`src/rtl/mm_pkg.sv`:
```
// -----------------------------------------------------------------------------
// mm_pkg
// Shared types and constants for the matrix-multiply sequencer slice.
//   mm_state_e   : sequencer FSM states (IDLE, RUN, FLUSH, DONE)
//   MM_DIM       : default matrix dimension
//   MM_ADDR_W    : default operand/result buffer address width
//   FLUSH_CYCLES : cycles spent draining the MAC/write pipeline
//   cntWidth()   : width of one loop index for a given dimension
// -----------------------------------------------------------------------------
package mm_pkg;

  typedef enum logic [1:0] {
    IDLE  = 2'd0,
    RUN   = 2'd1,
    FLUSH = 2'd2,
    DONE  = 2'd3
  } mm_state_e;

  localparam int MM_DIM       = 4;
  localparam int MM_ADDR_W    = 4;
  localparam int FLUSH_CYCLES = 2;

  function automatic int cntWidth(input int dim);
    return (dim > 1) ? $clog2(dim) : 1;
  endfunction

endpackage

```
`src/rtl/mm_index_counter.sv`:
```
// -----------------------------------------------------------------------------
// mm_index_counter
// Nested i/j/k wrap counter for the matrix-multiply loop nest. k is the
// innermost index, then j, then i.
// Ports:
//   i_clk, i_rst   : clock, asynchronous active-high reset
//   i_en           : advance the counters by one step
//   i_clr          : synchronous clear of all indices (wins over i_en)
//   o_i, o_j, o_k  : current indices
//   o_kLast        : k is at DIM-1
//   o_last         : current triple is (DIM-1, DIM-1, DIM-1)
// -----------------------------------------------------------------------------
module mm_index_counter
  import mm_pkg::*;
#(
  parameter int DIM = MM_DIM
)
(
  input  logic                     i_clk,
  input  logic                     i_rst,
  input  logic                     i_en,
  input  logic                     i_clr,
  output logic [cntWidth(DIM)-1:0] o_i,
  output logic [cntWidth(DIM)-1:0] o_j,
  output logic [cntWidth(DIM)-1:0] o_k,
  output logic                     o_kLast,
  output logic                     o_last
);

  localparam int            CW      = cntWidth(DIM);
  localparam logic [CW-1:0] MAX_IDX = CW'(DIM - 1);
  localparam logic [CW-1:0] ONE     = CW'(1);

  logic [CW-1:0] r_i;
  logic [CW-1:0] r_j;
  logic [CW-1:0] r_k;
  logic          w_jLast;
  logic          w_iLast;

  assign w_jLast = (r_j == MAX_IDX);
  assign w_iLast = (r_i == MAX_IDX);
  assign o_kLast = (r_k == MAX_IDX);
  assign o_last  = o_kLast & w_jLast & w_iLast;
  assign o_i     = r_i;
  assign o_j     = r_j;
  assign o_k     = r_k;

  // The final step wraps every index back to zero, so the counter is
  // already cleared when a run completes normally.
  always_ff @(posedge i_clk or posedge i_rst) begin
    if (i_rst) begin
      r_i <= '0;
      r_j <= '0;
      r_k <= '0;
    end else if (i_clr) begin
      r_i <= '0;
      r_j <= '0;
      r_k <= '0;
    end else if (i_en) begin
      if (o_kLast) begin
        r_k <= '0;
        if (w_jLast) begin
          r_j <= '0;
          r_i <= w_iLast ? '0 : r_i + ONE;
        end else begin
          r_j <= r_j + ONE;
        end
      end else begin
        r_k <= r_k + ONE;
      end
    end
  end

endmodule

```
`src/rtl/mm_sequencer.sv`:
```
// -----------------------------------------------------------------------------
// mm_sequencer
// Control FSM for the matrix-multiply datapath computing C = A x B for square
// DIM x DIM matrices. Issues row-major A/B read addresses, drives the MAC
// accumulator one cycle after each issue and writes each result element two
// cycles after its last k was issued.
// Ports:
//   i_clk, i_rst      : clock, asynchronous active-high reset
//   i_start           : begin a multiply (sampled only in IDLE)
//   i_stall           : operands not ready, blocks address issue
//   o_busy            : high in RUN, FLUSH and DONE
//   o_done            : one-cycle pulse after the last result write
//   o_aAddr, o_bAddr  : operand read addresses i*DIM+k, k*DIM+j
//   o_macEn, o_macClr : accumulate / load product (first k of an element)
//   o_cWe, o_cAddr    : result write strobe and address i*DIM+j
//   o_perfCycles      : busy-cycle counter, present only when the macro
//                       MM_SEQ_PERF_CNT_EN is defined
// -----------------------------------------------------------------------------
module mm_sequencer
  import mm_pkg::*;
#(
  parameter int DIM    = MM_DIM,
  parameter int ADDR_W = MM_ADDR_W
)
(
  input  logic              i_clk,
  input  logic              i_rst,
  input  logic              i_start,
  input  logic              i_stall,
  output logic              o_busy,
  output logic              o_done,
  output logic [ADDR_W-1:0] o_aAddr,
  output logic [ADDR_W-1:0] o_bAddr,
  output logic              o_macEn,
  output logic              o_macClr,
  output logic              o_cWe,
  output logic [ADDR_W-1:0] o_cAddr
`ifdef MM_SEQ_PERF_CNT_EN
  ,
  output logic [15:0]       o_perfCycles
`endif
);

  localparam int                CW         = cntWidth(DIM);
  localparam logic [ADDR_W-1:0] DIM_A      = ADDR_W'(DIM);
  localparam logic [1:0]        FLUSH_LAST = 2'(FLUSH_CYCLES - 1);

  mm_state_e         r_state;
  mm_state_e         w_nextState;
  logic [1:0]        r_flushCnt;

  logic              w_issue;
  logic              w_startAccept;
  logic [CW-1:0]     w_i;
  logic [CW-1:0]     w_j;
  logic [CW-1:0]     w_k;
  logic              w_kLast;
  logic              w_cntLast;
  logic [ADDR_W-1:0] w_iExt;
  logic [ADDR_W-1:0] w_jExt;
  logic [ADDR_W-1:0] w_kExt;
  logic [ADDR_W-1:0] w_cAddrIssue;

  logic              r_s1Valid;
  logic              r_s1Clr;
  logic              r_s1Write;
  logic [ADDR_W-1:0] r_s1CAddr;
  logic              r_s2We;
  logic [ADDR_W-1:0] r_s2CAddr;

  assign w_issue       = (r_state == RUN) & ~i_stall;
  assign w_startAccept = (r_state == IDLE) & i_start;

  mm_index_counter #(
    .DIM (DIM)
  ) u_indexCounter (
    .i_clk   (i_clk),
    .i_rst   (i_rst),
    .i_en    (w_issue),
    .i_clr   (w_startAccept),
    .o_i     (w_i),
    .o_j     (w_j),
    .o_k     (w_k),
    .o_kLast (w_kLast),
    .o_last  (w_cntLast)
  );

  // Address arithmetic is done at ADDR_W; the ADDR_W >= clog2(DIM*DIM)
  // constraint guarantees no index ever overflows.
  assign w_iExt       = ADDR_W'(w_i);
  assign w_jExt       = ADDR_W'(w_j);
  assign w_kExt       = ADDR_W'(w_k);
  assign o_aAddr      = w_iExt * DIM_A + w_kExt;
  assign o_bAddr      = w_kExt * DIM_A + w_jExt;
  assign w_cAddrIssue = w_iExt * DIM_A + w_jExt;

  always_ff @(posedge i_clk or posedge i_rst) begin
    if (i_rst) begin
      r_state <= IDLE;
    end else begin
      r_state <= w_nextState;
    end
  end

  // FLUSH holds for exactly FLUSH_CYCLES cycles regardless of stall.
  always_ff @(posedge i_clk or posedge i_rst) begin
    if (i_rst) begin
      r_flushCnt <= '0;
    end else if (r_state == FLUSH) begin
      r_flushCnt <= r_flushCnt + 2'd1;
    end else begin
      r_flushCnt <= '0;
    end
  end

  always_comb begin
    w_nextState = r_state;
    o_busy      = 1'b1;
    o_done      = 1'b0;
    case (r_state)
      IDLE: begin
        o_busy = 1'b0;
        if (i_start) begin
          w_nextState = RUN;
        end
      end
      RUN: begin
        if (w_issue && w_cntLast) begin
          w_nextState = FLUSH;
        end
      end
      FLUSH: begin
        if (r_flushCnt == FLUSH_LAST) begin
          w_nextState = DONE;
        end
      end
      DONE: begin
        o_done      = 1'b1;
        w_nextState = IDLE;
      end
      default: begin
        w_nextState = IDLE;
      end
    endcase
  end

  // Two-stage pipeline: stage 1 is the MAC cycle, stage 2 the C write.
  // Only the issue stage honours stall; a stalled cycle enters stage 1 as a
  // bubble and the later stages keep moving.
  always_ff @(posedge i_clk or posedge i_rst) begin
    if (i_rst) begin
      r_s1Valid <= 1'b0;
      r_s1Clr   <= 1'b0;
      r_s1Write <= 1'b0;
      r_s1CAddr <= '0;
      r_s2We    <= 1'b0;
      r_s2CAddr <= '0;
    end else begin
      r_s1Valid <= w_issue;
      r_s1Clr   <= w_issue & (w_k == '0);
      r_s1Write <= w_issue & w_kLast;
      r_s1CAddr <= w_cAddrIssue;
      r_s2We    <= r_s1Write;
      if (r_s1Write) begin
        r_s2CAddr <= r_s1CAddr;
      end
    end
  end

  assign o_macEn  = r_s1Valid;
  assign o_macClr = r_s1Clr;
  assign o_cWe    = r_s2We;
  assign o_cAddr  = r_s2CAddr;

`ifdef MM_SEQ_PERF_CNT_EN
  logic [15:0] r_perfCycles;

  // Cleared on an accepted start, counts busy cycles, saturates at all-ones.
  always_ff @(posedge i_clk or posedge i_rst) begin
    if (i_rst) begin
      r_perfCycles <= '0;
    end else if (w_startAccept) begin
      r_perfCycles <= '0;
    end else if (o_busy && (r_perfCycles != 16'hFFFF)) begin
      r_perfCycles <= r_perfCycles + 16'd1;
    end
  end

  assign o_perfCycles = r_perfCycles;
`endif

endmodule
```
`config.mk`:
```
export PLATFORM = sky130hd
export DESIGN_NAME = mm_sequencer
export DESIGN_NICKNAME = d
export VERILOG_FILES = /design/src/rtl/mm_pkg.sv /design/src/rtl/mm_index_counter.sv /design/src/rtl/mm_sequencer.sv
export SDC_FILE = /design/constraint.sdc
export NUM_CORES = 1
export LEC_CHECK = 0
export BUFFER_PORTS_ARGS = -buffer_cell sky130_fd_sc_hd__clkbuf_2
export CAP_MARGIN = 0
export CORE_MARGIN = 4
export CORE_UTILIZATION = 33
export CTS_BUF_LIST = sky130_fd_sc_hd__clkbuf_4 sky130_fd_sc_hd__clkbuf_8
export CTS_CLUSTER_SIZE = 40
export DETAILED_ROUTE_END_ITERATION = 7
export SLEW_MARGIN = 20
export SYNTH_ARGS = -nofsm -noshare
export SYNTH_HDL_FRONTEND = slang
export SYNTH_SLANG_ARGS = --single-unit
```
`constraint.sdc`:
```
create_clock -name i_clk -period 2.58 [get_ports i_clk]
set_input_delay 0.516 -clock i_clk [delete_from_list [all_inputs] [get_ports i_clk]]
set_output_delay 0.516 -clock i_clk [all_outputs]
set_load 0.005 [all_outputs]
```
==> results of run 1 <==
==> critical path, cell delays in order, from the launching register on <==
cell and delay, ns:
dfrtp_1 0.43, inv_1 0.09, ha_1 0.20, inv_1 0.10
clkbuf_2 0.12
==> layer usage <==
| metal | vias up | GRT usage [%] | wire, um |
|---|---|---|---|
| li1 | 295 | - | - |
| met1 | 287 | 12.1 | 671 |
| met2 | 22 | 14.9 | 749 |
| met3 | 6 | 3.93 | 127 |
| met4 | 0 | 3.64 | 38 |
| met5 | - | 0 | 0 |
==> layout by cell type, fill, tap and decap left out <==
| master | n |
|---|---|
| a21boi_0 | 1 |
| dfrtp_1 | 22 |
| nand4b_1 | 1 |
| clkbuf_4 | 3 |
| inv_1 | 9 |
| nand3b_1 | 1 |
| nand3_1 | 1 |
| mux2i_1 | 3 |
| nand2b_1 | 1 |
| and2_1 | 2 |
| a21oi_1 | 3 |
| and4b_1 | 1 |
| or3_1 | 2 |
| nor2b_1 | 3 |
| nor2_1 | 5 |
| clkbuf_2 | 20 |
| o21ai_0 | 1 |
| bufinv_16 | 1 |
| mux2_4 | 1 |
| mux2_2 | 4 |
| ha_1 | 9 |
| nand2_1 | 3 |
| o221ai_2 | 1 |
==> sequential cells by signal, summed over array words and instances (netlist names) <==
| name | flops |
|---|---|
| r_s1Write | 1 |
| r_s1CAddr | 4 |
| u_indexCounter.o_k | 2 |
| o_cAddr | 4 |
| o_macClr | 1 |
| u_indexCounter.o_j | 2 |
| u_indexCounter.o_i | 2 |
| o_cWe | 1 |
| r_flushCnt | 2 |
| o_macEn | 1 |
| r_state | 2 |
==> path summary, 6_finish.rpt <==
path | depth (start not counted) | startpoint | slack [ns] | to
worst max-delay path | 4 | r_state[1] | 0.82 | o_busy
min in group i_clk | 1 | r_flushCnt[0] | 0.44 | r_flushCnt[0]
max in group asynchronous | 2 | i_rst | 1.76 | u_indexCounter.o_j[0]
worst min register to register | 1 | r_flushCnt[0] | 0.44 | r_flushCnt[0]
worst max register to register | 4 | u_indexCounter.o_k[0] | 1.02 | r_state[1]
worst min-delay path | 2 | i_rst | 0.32 | o_cAddr[2]
==> power by group through the flow <==
stage	Combinational [mW]	Clock (mW)	Sequential, mW
global route	0.446	0.287	0.512
detailed placement	0.394	0	0.506
CTS	0.396	0.268	0.498
floorplan	0.274	0	0.498
finish	0.385	0.258	0.495
global placement	0.375	0	0.497
==> per-stage QoR <==
stage,std cells,setup slack [ns],utilization [%],power (mW)
detailed placement,125,1.04,38.8,0.899
CTS,129,0.803,40.7,1.16
floorplan,78,1.11,-,0.772
global placement,125,1.09,38.8,0.872
global route,129,0.722,40.7,1.24
finish,129,0.825,40.7,1.14
==> logic make-up after synthesis <==
kind of cell    Yosys count
compound gates            6
fa+ha+maj                 9
buf+inv                  13
flops                    22
mux                       8
simple gates             20
==> layout make-up <==
class | instances | area (um2) | area share (%)
Clock buffer | 3 | 22.5 | 1.99
Multi-Input combinational cell | 43 | 357 | 31.5
Sequential cell | 22 | 551 | 48.6
Clock inverter | 1 | 30.0 | 2.65
Timing Repair Buffer | 20 | 100 | 8.84
Tap cell | 31 | 38.8 | 3.43
Inverter | 9 | 33.8 | 2.98
==> metrics.md, run 1 <==
| Metric | Value |
|---|---|
| Post-CTS Hold Buffers | 0 |
| Antenna violations before repair | 0 |
| ANT cells | 0 |
| Register area share after synthesis | 57.1% |
| Final Slew Violations | 0 |
| Nets | 112 |
| Setup Viol. Count Final | 0 |
| Total core area | 0.00278 mm2 |
| Worst vdd ir | 0.689 mV |
| Vias | 610 |
| Synth warn | 0 |
| Leakage power | 0.620 nW |
| Fillers | 276 |
| Post-CTS Resized | 0 |
| Hold Path Class | in -> async |
| Synth Instances | 78 |
| Asr flop ratio synth | 100% |
| Synth Area in Compound Gates | 4.41% |
| RSZ-0062 raised after global routing | false |
| Grt ovf | 0 |
| DRT iter0 DRCs | 16 |
| Clock buffer depth | 2 |
| Post-synthesis simple-gate area fraction | 11.5% |
| Post-route setup TNS | 0 ns |
| First-pass DRT Iterations | 4 |
| Area share of the largest cell type after synthesis | 57.1% |
| Final Wtd Congestion | 0.741 |
| Max_slew headroom | 46.6% |
| Sequential power share | 43.5% |
| Synth unique cells | 23 |
| CTS root buf | clkbuf_4 |
| Largest net degree at the start of global routing | 23 |
| Multiplexer share of the synthesized area | 9.34% |
| Xor/xnor share of the synthesized area | 0% |
| Later-pin clock latency in the skew report | 0.30 ns |
| Drt drc | 0 |
| All-Layer GR Usage | 9.66% |
| EDFF count, synth | 0 |
| Net Count, Synth | 91 |
| Number of antenna-violating nets in the routed design | 0 |
| Reg clk slew, reported paths | 0.12 ns |
| Status | finished, final reports clean |
| Layout cells sized above 1 | 30.6% |
| Synth area leader | dfrtp_1 |
| DIE AREA | 0.00385 mm2 |
| Top-count cell post-synth | dfrtp_1 |
| First-pass GRT wire length | 2700 um |
| Synth top area cells | dfrtp_1 (57%), ha_1 (12%), mux2_2 (4.7%), inv_1 (3.5%), mux2i_1 (3.1%) |
| Tightest Pin Transition | 0.801 ns |
| Setup Crit Path Kind | reg -> out |
| Top post-synthesis cells by count | dfrtp_1 (22), ha_1 (9), inv_1 (9) |
| Mapped cell area | 965 um2 |
| CTS buffer count | 3 |
| Post-CTS Setup Repair Bufs | 0 |
| Adder-cell share of the synthesized area | 11.7% |
| Wire length per cell | 12.3 um |
| IO Count | 21 |
| CP arrival | 1.24 ns |
| Final Hold Vio Count | 0 |
| Sw Ratio | 30.9% |
| Placed Area | 0.00108 mm2 |
| Largest family of logic cells by synthesized area | adder cells |
| Crit. End Element | primary output |
| Critical Path Fanout Max | 4 |
| Combinational share of power | 33.8% |
| Vias in the first global route | 612 |
| Finished Cell Area | 0.00113 mm2 |
| Crit start category | register |
| CP required | 2.06 ns |
| Area growth, synth to finish | 17.4% |
| Row Count | 19 |
| Syn avg cell area | 12.4 um2 |
| WL final | 1590 um |
| Flop and latch count out of synthesis | 22 |
| HPWL after DPL | 1230 um |
| Clock sinks | 22 |
| Clock power share | 22.7% |
| CTS H-tree lvls | 1 |
| Top FF cell, synth | dfrtp_1 |
| CTS tree | done |
| F_max | 0.570 GHz |
| Setup Skew | 0.00667 ns |
| Via density | 4.73 |
| Sw Pwr | 0.351 mW |
| Cell-internal power | 0.788 mW |
| Number of I/O port buffers | 20 |
| Min Tclk post-route | 1.76 ns |
| Chip Width | 62.1 um |
| Max Cap Violations | 0 |
| Worst hold margin | 0.321 ns |
| Die Height | 62.1 um |
| Starting density of the core | 34.7% |
| Pwr Density | 1010 mW/mm2 |
| Crit share post-route | 68.0% |
Power figures use the tool's default switching activity.
==> inputs of run 2 (changes only) <==
Clock period 2.58 ns to 1.5 ns, I/O delays scaled along.
==> run 2 against run 1 <==
Compared with the run above: design area grew 9.6%; power grew 84%; critical path depth is the same; routed wire length shrank 0.76%; flip-flop and latch count is the same; core utilization grew 3.9 points; clock skew shrank 0.0053 ns; cell count grew 10%; clock power grew 73%; die area is the same; largest power group is now combinational logic.
==> metrics.md, run 2 (synthesized netlist as in run 1, its figures left out) <==
| Metric | Value |
|---|---|
| Status | finished, final reports clean |
| Sw Pwr | 0.627 mW (+78%) |
| Setup Crit Path Kind | reg -> out |
| Final Hold Vio Count | 0 (unchanged) |
| ANT cells | 0 (unchanged) |
| Die Height | 62.1 um (unchanged) |
| CTS tree | done |
| Top routing layer in use | met4 |
| First-pass GRT wire length | 2590 um (-4.1%) |
| Grt ovf | 0 (unchanged) |
| Crit share post-route | 96.3% |
| Largest net degree at the start of global routing | 23 (unchanged) |
| Max_slew headroom | 81.8% (+35 points) |
| Crit start category | register |
| Cell-internal power | 1.47 mW (+86%) |
| Clock buffer depth | 2 (unchanged) |
| Layout cells sized above 1 | 41.4% (+11 points) |
| Antenna violations before repair | 0 (unchanged) |
| RR Startpoint | u_indexCounter.o_k[0] |
| Final Slew Violations | 0 (unchanged) |
| Hold Path Class | in -> reg |
| CP required | 1.20 ns (-0.86 ns) |
| DIE AREA | 0.00385 mm2 (unchanged) |
| WHS Endpoint | o_macEn |
| R2R depth | 4 (unchanged) |
| All-Layer GR Usage | 9.57% (-0.082 points) |
| RSZ-0062 raised after global routing | true |
| Worst hold path startpoint | i_stall |
| Nets | 125 (+12%) |
| Reg clk slew, reported paths | 0.12 ns (about the same) |
| Worst hold path depth | 3 |
| Slowest cell delay on critical path | 0.40 ns (-0.03 ns) |
| Combinational share of power | 39.8% (+6.0 points) |
| Post-route setup TNS | 0 ns (unchanged) |
| CTS root buf | clkbuf_4 |
| Post-Place Cells | 135 (+8.0%) |
| Sw Ratio | 30.0% (-0.90 points) |
| Overall Power | 2.09 mW (+84%) |
| Dpl ws | 0.0484 ns (-0.994 ns) |
| Setup Skew | 0.00137 ns (-0.00530 ns) |
| Later-pin clock latency in the skew report | 0.30 ns (about the same) |
| Worst hold margin | 0.319 ns (-0.00236 ns) |
| Finished Layout Cells | 142 (+10%) |
| WP buf/inv | 3 (unchanged) |
| Final Worst Setup Slack | 0.0553 ns (-0.769 ns) |
| Starting density of the core | 34.7% (unchanged) |
| Clock sinks | 22 (unchanged) |
| Leakage power | 0.680 nW (+9.8%) |
| WL final | 1570 um (-0.76%) |
| Met2 Wirelength | 754 um (+0.67%) |
| Commonest cells after routing, fill and taps aside | dfrtp_1 (22), clkbuf_2 (20), buf_4 (11), inv_1 (7), ha_1 (7) |
| F_max | 0.692 GHz |
| Area growth, synth to finish | 28.7% |
| Worst vdd ir | 1.14 mV (+65%) |
| Metal-1 WL | 674 um (+0.45%) |
| Max Cap Violations | 0 (unchanged) |
| Final Wtd Congestion | 0.697 (-5.9%) |
| CP arrival | 1.14 ns (-0.10 ns) |
| WL met3 | 131 um (+3.1%) |
| Commonest non-fill, non-tap cell in the layout | dfrtp_1 |
| Via density | 4.50 (-4.8%) |
| DRT iter0 DRCs | 11 (-5) |
| Crit. End Element | primary output |
| Crit path max-delay family | flip-flops |
| Chip Width | 62.1 um (unchanged) |
| Vias in the first global route | 633 (+3.4%) |
| Total core area | 0.00278 mm2 (unchanged) |
| Number of antenna-violating nets in the routed design | 0 (unchanged) |
| Critical Path Fanout Max | 3 (-1) |
| Pwr Density | 1690 mW/mm2 (+68%) |
| IO Count | 21 (unchanged) |
| Wire length per cell | 11.1 um (-9.8%) |
| CTS buffer count | 3 (unchanged) |
| HPWL after DPL | 1260 um (+2.3%) |
| Min Tclk post-route | 1.44 ns |
| Reg2reg end | r_state[1] |
| Clock power share | 21.4% (-1.3 points) |
| Vias | 639 (+4.8%) |
| Critical path's slowest cell | dfrtp_1 |
| Number of I/O port buffers | 20 (unchanged) |
| Drt drc | 0 (unchanged) |
| First-pass DRT Iterations | 3 (-1) |
| Critical-path cell list | inv_1 > ha_2 > inv_2 > clkbuf_2 |
| Tightest Pin Transition | 0.274 ns (-0.527 ns) |
| CTS H-tree lvls | 1 (unchanged) |
| Row Count | 19 (unchanged) |
| R2r setup slk | 0.06 ns (-0.96 ns) |
| Setup Viol. Count Final | 0 (unchanged) |
| Sequential power share | 38.8% (-4.7 points) |
-- run 2: changes by cell type in the layout (fill, tap and decap cells not counted), sizes merged --
cell and change:
dlygate4sd3 +1, buf +12
-- run 2: worst min-delay path, cell delays in order --
cell      delay (ns)
clkbuf_2        0.11
nor2b_1         0.04
buf_4           0.14
-- run 2: area by class of cell --
| cell class | instances | area (um2) |
|---|---|---|
| inverters | 9 | 33.8 |
| multi-input cells | 43 | 362 |
| clock buffers | 3 | 22.5 |
| well taps | 31 | 38.8 |
| repair buffers | 33 | 204 |
| flip-flops and latches | 22 | 551 |
| clock inverters | 1 | 30.0 |
| fillers | 262 | 1540 |
-- run 2: metal layers --
metal / track usage (%) / vias up
li1: - / 319
met1: 10.7 / 302
met2: 15.7 / 16
met3: 5.37 / 2
met4: 2.73 / 0
met5: 0 / -
-- run 2: stage by stage --
step                      util (%)  cell area, um2
after floorplan                  -             965
after global placement        41.5            1150
after detailed placement      41.5            1150
after CTS                     44.3            1230
after global routing          44.6            1240
final                         44.6            1240
-- run 2: worst max-delay path by stage --
stage                          start         end  cells after the start
2_1_floorplan  u_indexCounter.o_k[0]  r_state[1]                      4
3_3_place_gp   u_indexCounter.o_j[0]  r_state[1]                      4
3_5_place_dp   u_indexCounter.o_j[0]  r_state[1]                      4
4_1_cts                   r_state[0]      o_busy                      4
5_1_grt                   r_state[0]      o_busy                      4
6_report                  r_state[1]      o_busy                      4
-- run 2: power by group through the flow --
stage,registers (mW),logic (mW),clock network (mW)
floorplan,0.857,0.471,0
global placement,0.831,0.744,0
detailed placement,0.837,0.776,0
CTS,0.811,0.835,0.458
global route,0.833,0.952,0.482
finish,0.814,0.833,0.447
-- run 2: repair_timing --
action,CTS,global route
buffers inserted,2,0
endpoints found under the setup margin,1,2
endpoints found under the hold margin,22,0
hold buffers,1,0
pin swaps,0,2
gates resized for setup,0,5
==> inputs of run 3 (changes only) <==
Settings changed: SYNTH_HIERARCHICAL set to 1.
==> run 3 against run 2 <==
Compared with the run above: the flow now finishes with violations (setup timing); via count is 0.94% higher; power is 2.3% lower; count of clock-buffer cells in the layout is 1 higher; critical path type is now reg -> reg; critical endpoint is now r_state[1].
==> metrics.md, run 3 <==
| Metric | Value |
|---|---|
| Status | finished, violations left |
| Violated checks | setup timing |
| Final Wtd Congestion | 0.816 (+17%) |
| Max Cap Violations | 0 (unchanged) |
| Finished Layout Cells | 144 (+1.4%) |
| CP arrival | 1.80 ns (+0.66 ns) |
| Synth unique cells | 23 (unchanged) |
| Crit start category | register |
| Crit share post-route | 107% (+11 points) |
| Area share of the largest cell type after synthesis | 56.1% (-1.0 points) |
| Row Count | 19 (unchanged) |
| Synth top area cells | dfrtp_1 (56%), ha_1 (11%), mux2_2 (4.6%), mux2i_1 (3.1%), inv_1 (3.1%) |
| First-pass DRT Iterations | 4 (+1) |
| Tightest Pin Transition | 0.377 ns (+0.104 ns) |
| Total core area | 0.00281 mm2 (+0.85%) |
| Die Height | 62.6 um (+0.79%) |
| CTS root buf | clkbuf_4 |
| Starting density of the core | 35.0% (+0.33 points) |
| First-pass GRT wire length | 3030 um (+17%) |
| F_max | 0.622 GHz (-10%) |
| DIE AREA | 0.00391 mm2 (+1.6%) |
| Later-pin clock latency in the skew report | 0.30 ns (about the same) |
| ANT cells | 0 (unchanged) |
| Commonest cells after routing, fill and taps aside | clkbuf_2 (20), dfrtp_1 (20), buf_4 (15), inv_1 (5), ha_1 (5) |
| Register area share after synthesis | 56.1% (-1.0 points) |
| Drt drc | 0 (unchanged) |
| Synth area leader | dfrtp_1 |
| DRT iter0 DRCs | 15 (+4) |
| Net Count, Synth | 88 (-3.3%) |
| WL final | 1760 um (+12%) |
| IO Count | 21 (unchanged) |
| Antenna violations before repair | 0 (unchanged) |
| Vias in the first global route | 686 (+8.4%) |
| CTS H-tree lvls | 1 (unchanged) |
| Worst hold margin | 0.440 ns (+0.121 ns) |
| Hold Path Class | in -> async |
| Largest net degree at the start of global routing | 17 (-26%) |
| Number of antenna-violating nets in the routed design | 0 (unchanged) |
| Grt ovf | 0 (unchanged) |
| Setup Crit Path Kind | reg -> reg |
| Synth warn | 6 (+6) |
| Max_slew headroom | 74.8% (-6.9 points) |
| Placed Area | 0.00122 mm2 (+6.1%) |
| Reg clk slew, reported paths | 0.11 ns (about the same) |
| Final Slew Violations | 0 (unchanged) |
| Synth Instances | 75 (-3.8%) |
| Flop and latch count out of synthesis | 22 (unchanged) |
| Via density | 4.48 (-0.46%) |
| Top FF cell, synth | dfrtp_1 |
| Top-count cell post-synth | dfrtp_1 |
| Setup Skew | 0.00111 ns (-0.000264 ns) |
| Worst vdd ir | 0.723 mV (-36%) |
| Nets | 127 (+1.6%) |
| Mapped cell area | 982 um2 (+1.8%) |
| Overall Power | 2.05 mW (-2.3%) |
| EDFF count, synth | 0 (unchanged) |
| Post-Place Cells | 138 (+2.2%) |
| Final Hold Vio Count | 0 (unchanged) |
| Min Tclk post-route | 1.61 ns (+0.162 ns) |
| RSZ-0062 raised after global routing | true |
| Area growth, synth to finish | 31.7% |
| Finished Cell Area | 0.00129 mm2 (+4.2%) |
| Final Worst Setup Slack | -0.107 ns (-0.162 ns) |
| CTS buffer count | 3 (unchanged) |
| Layout cells sized above 1 | 53.1% (+12 points) |
| Vias | 645 (+0.94%) |
| All-Layer GR Usage | 9.91% (+0.34 points) |
| Setup Viol. Count Final | 2 (+2) |
| Chip Width | 62.6 um (+0.79%) |
| Clock buffer depth | 2 (unchanged) |
| HPWL after DPL | 1410 um (+12%) |
| Asr flop ratio synth | 100% (unchanged) |
| Number of I/O port buffers | 20 (unchanged) |
| CP required | 1.69 ns (+0.49 ns) |
| Wire length per cell | 12.2 um (+10%) |
| CTS tree | done |
| Top post-synthesis cells by count | dfrtp_1 (22), ha_1 (9), inv_1 (8) |
| Pwr Density | 1580 mW/mm2 (-6.3%) |
| Post-layout util | 46.1% (+1.5 points) |
| Crit. End Element | register |
| Leakage power | 0.688 nW (+1.2%) |
| Critical Path Fanout Max | 2 (-1) |
| Syn avg cell area | 13.1 um2 (+5.9%) |
| Clock sinks | 22 (unchanged) |
## run 3: cell count changes in the layout (fill, tap and decap cells not counted), sizes merged, moves of 2 or more
cell    before  now
buf         12   16
nand2        3    0
a21bo        0    2
and3         0    2
nand2b       1    3
or3          2    0
## run 3: what timing repair did
item	4_1_cts	5_1_grt
setup endpoints to repair	3	5
hold endpoints to repair	22	0
gates resized for setup	2	5
hold buffers	1	0
setup buffers	0	1
## run 3: final timing paths
check | slack [ns] | to | cells past startpoint | from
min | 0.44 | u_indexCounter/o_k[1] | 3 | i_rst
max in group asynchronous | 0.79 | r_s1CAddr[3] | 4 | i_rst
max | -0.11 | r_state[1] | 5 | u_indexCounter/o_j[1]
min in group i_clk | 0.44 | r_flushCnt[0] | 1 | r_flushCnt[0]
max reg2reg | -0.11 | r_state[1] | 5 | u_indexCounter/o_j[1]
min reg2reg | 0.44 | r_flushCnt[0] | 1 | r_flushCnt[0]
## run 3: kinds of logic (layout without fill, tap and decap cells)
family	count (synthesis)	in the layout	share of synthesized area [%]
fa+ha+maj	9	9	11.5
mux	9	9	10.3
xor+xnor	1	1	0.892
flops	22	22	56.1
simple gates	18	18	11.5
compound gates	5	5	4.08
buf+inv	11	49	5.73
## run 3: report_power, final
part / total (mW) / internal (mW) / switching [mW]
sequential: 0.849 / 0.749 / 0.101
combinational: 0.882 / 0.505 / 0.377
clock: 0.314 / 0.148 / 0.166
total: 2.05 / 1.40 / 0.643
## run 3: critical path, cell delays in order, from the launching register on
cell      delay, ns
dfrtp_1        0.38
ha_2           0.19
and3_1         0.15
nand2b_1       0.05
a222oi_1       0.35
mux2_1         0.37
## run 3: per-layer routing
metal | global-route usage, % | wire length, um | up-vias
met5 | 0 | 0 | -
met4 | 6.61 | 21 | 0
met3 | 2.52 | 95 | 2
met2 | 16.0 | 868 | 15
met1 | 11.6 | 778 | 304
li1 | - | - | 324
## run 3: per-stage QoR
step	worst slack [ns]	setup TNS (ns)
after floorplan	-0.116	-0.116
after CTS	-0.107	-0.161
after global placement	-0.0248	-0.0475
after global routing	-0.231	-0.493
after detailed placement	-0.0908	-0.0994
final	-0.107	-0.156
## run 3: cell type report
type	instances	area, um2
clock buffers	4	36.3
fillers	274	1510
inverters	8	30.0
multi-input cells	42	402
flip-flops and latches	22	553
well taps	31	38.8
repair buffers	37	234
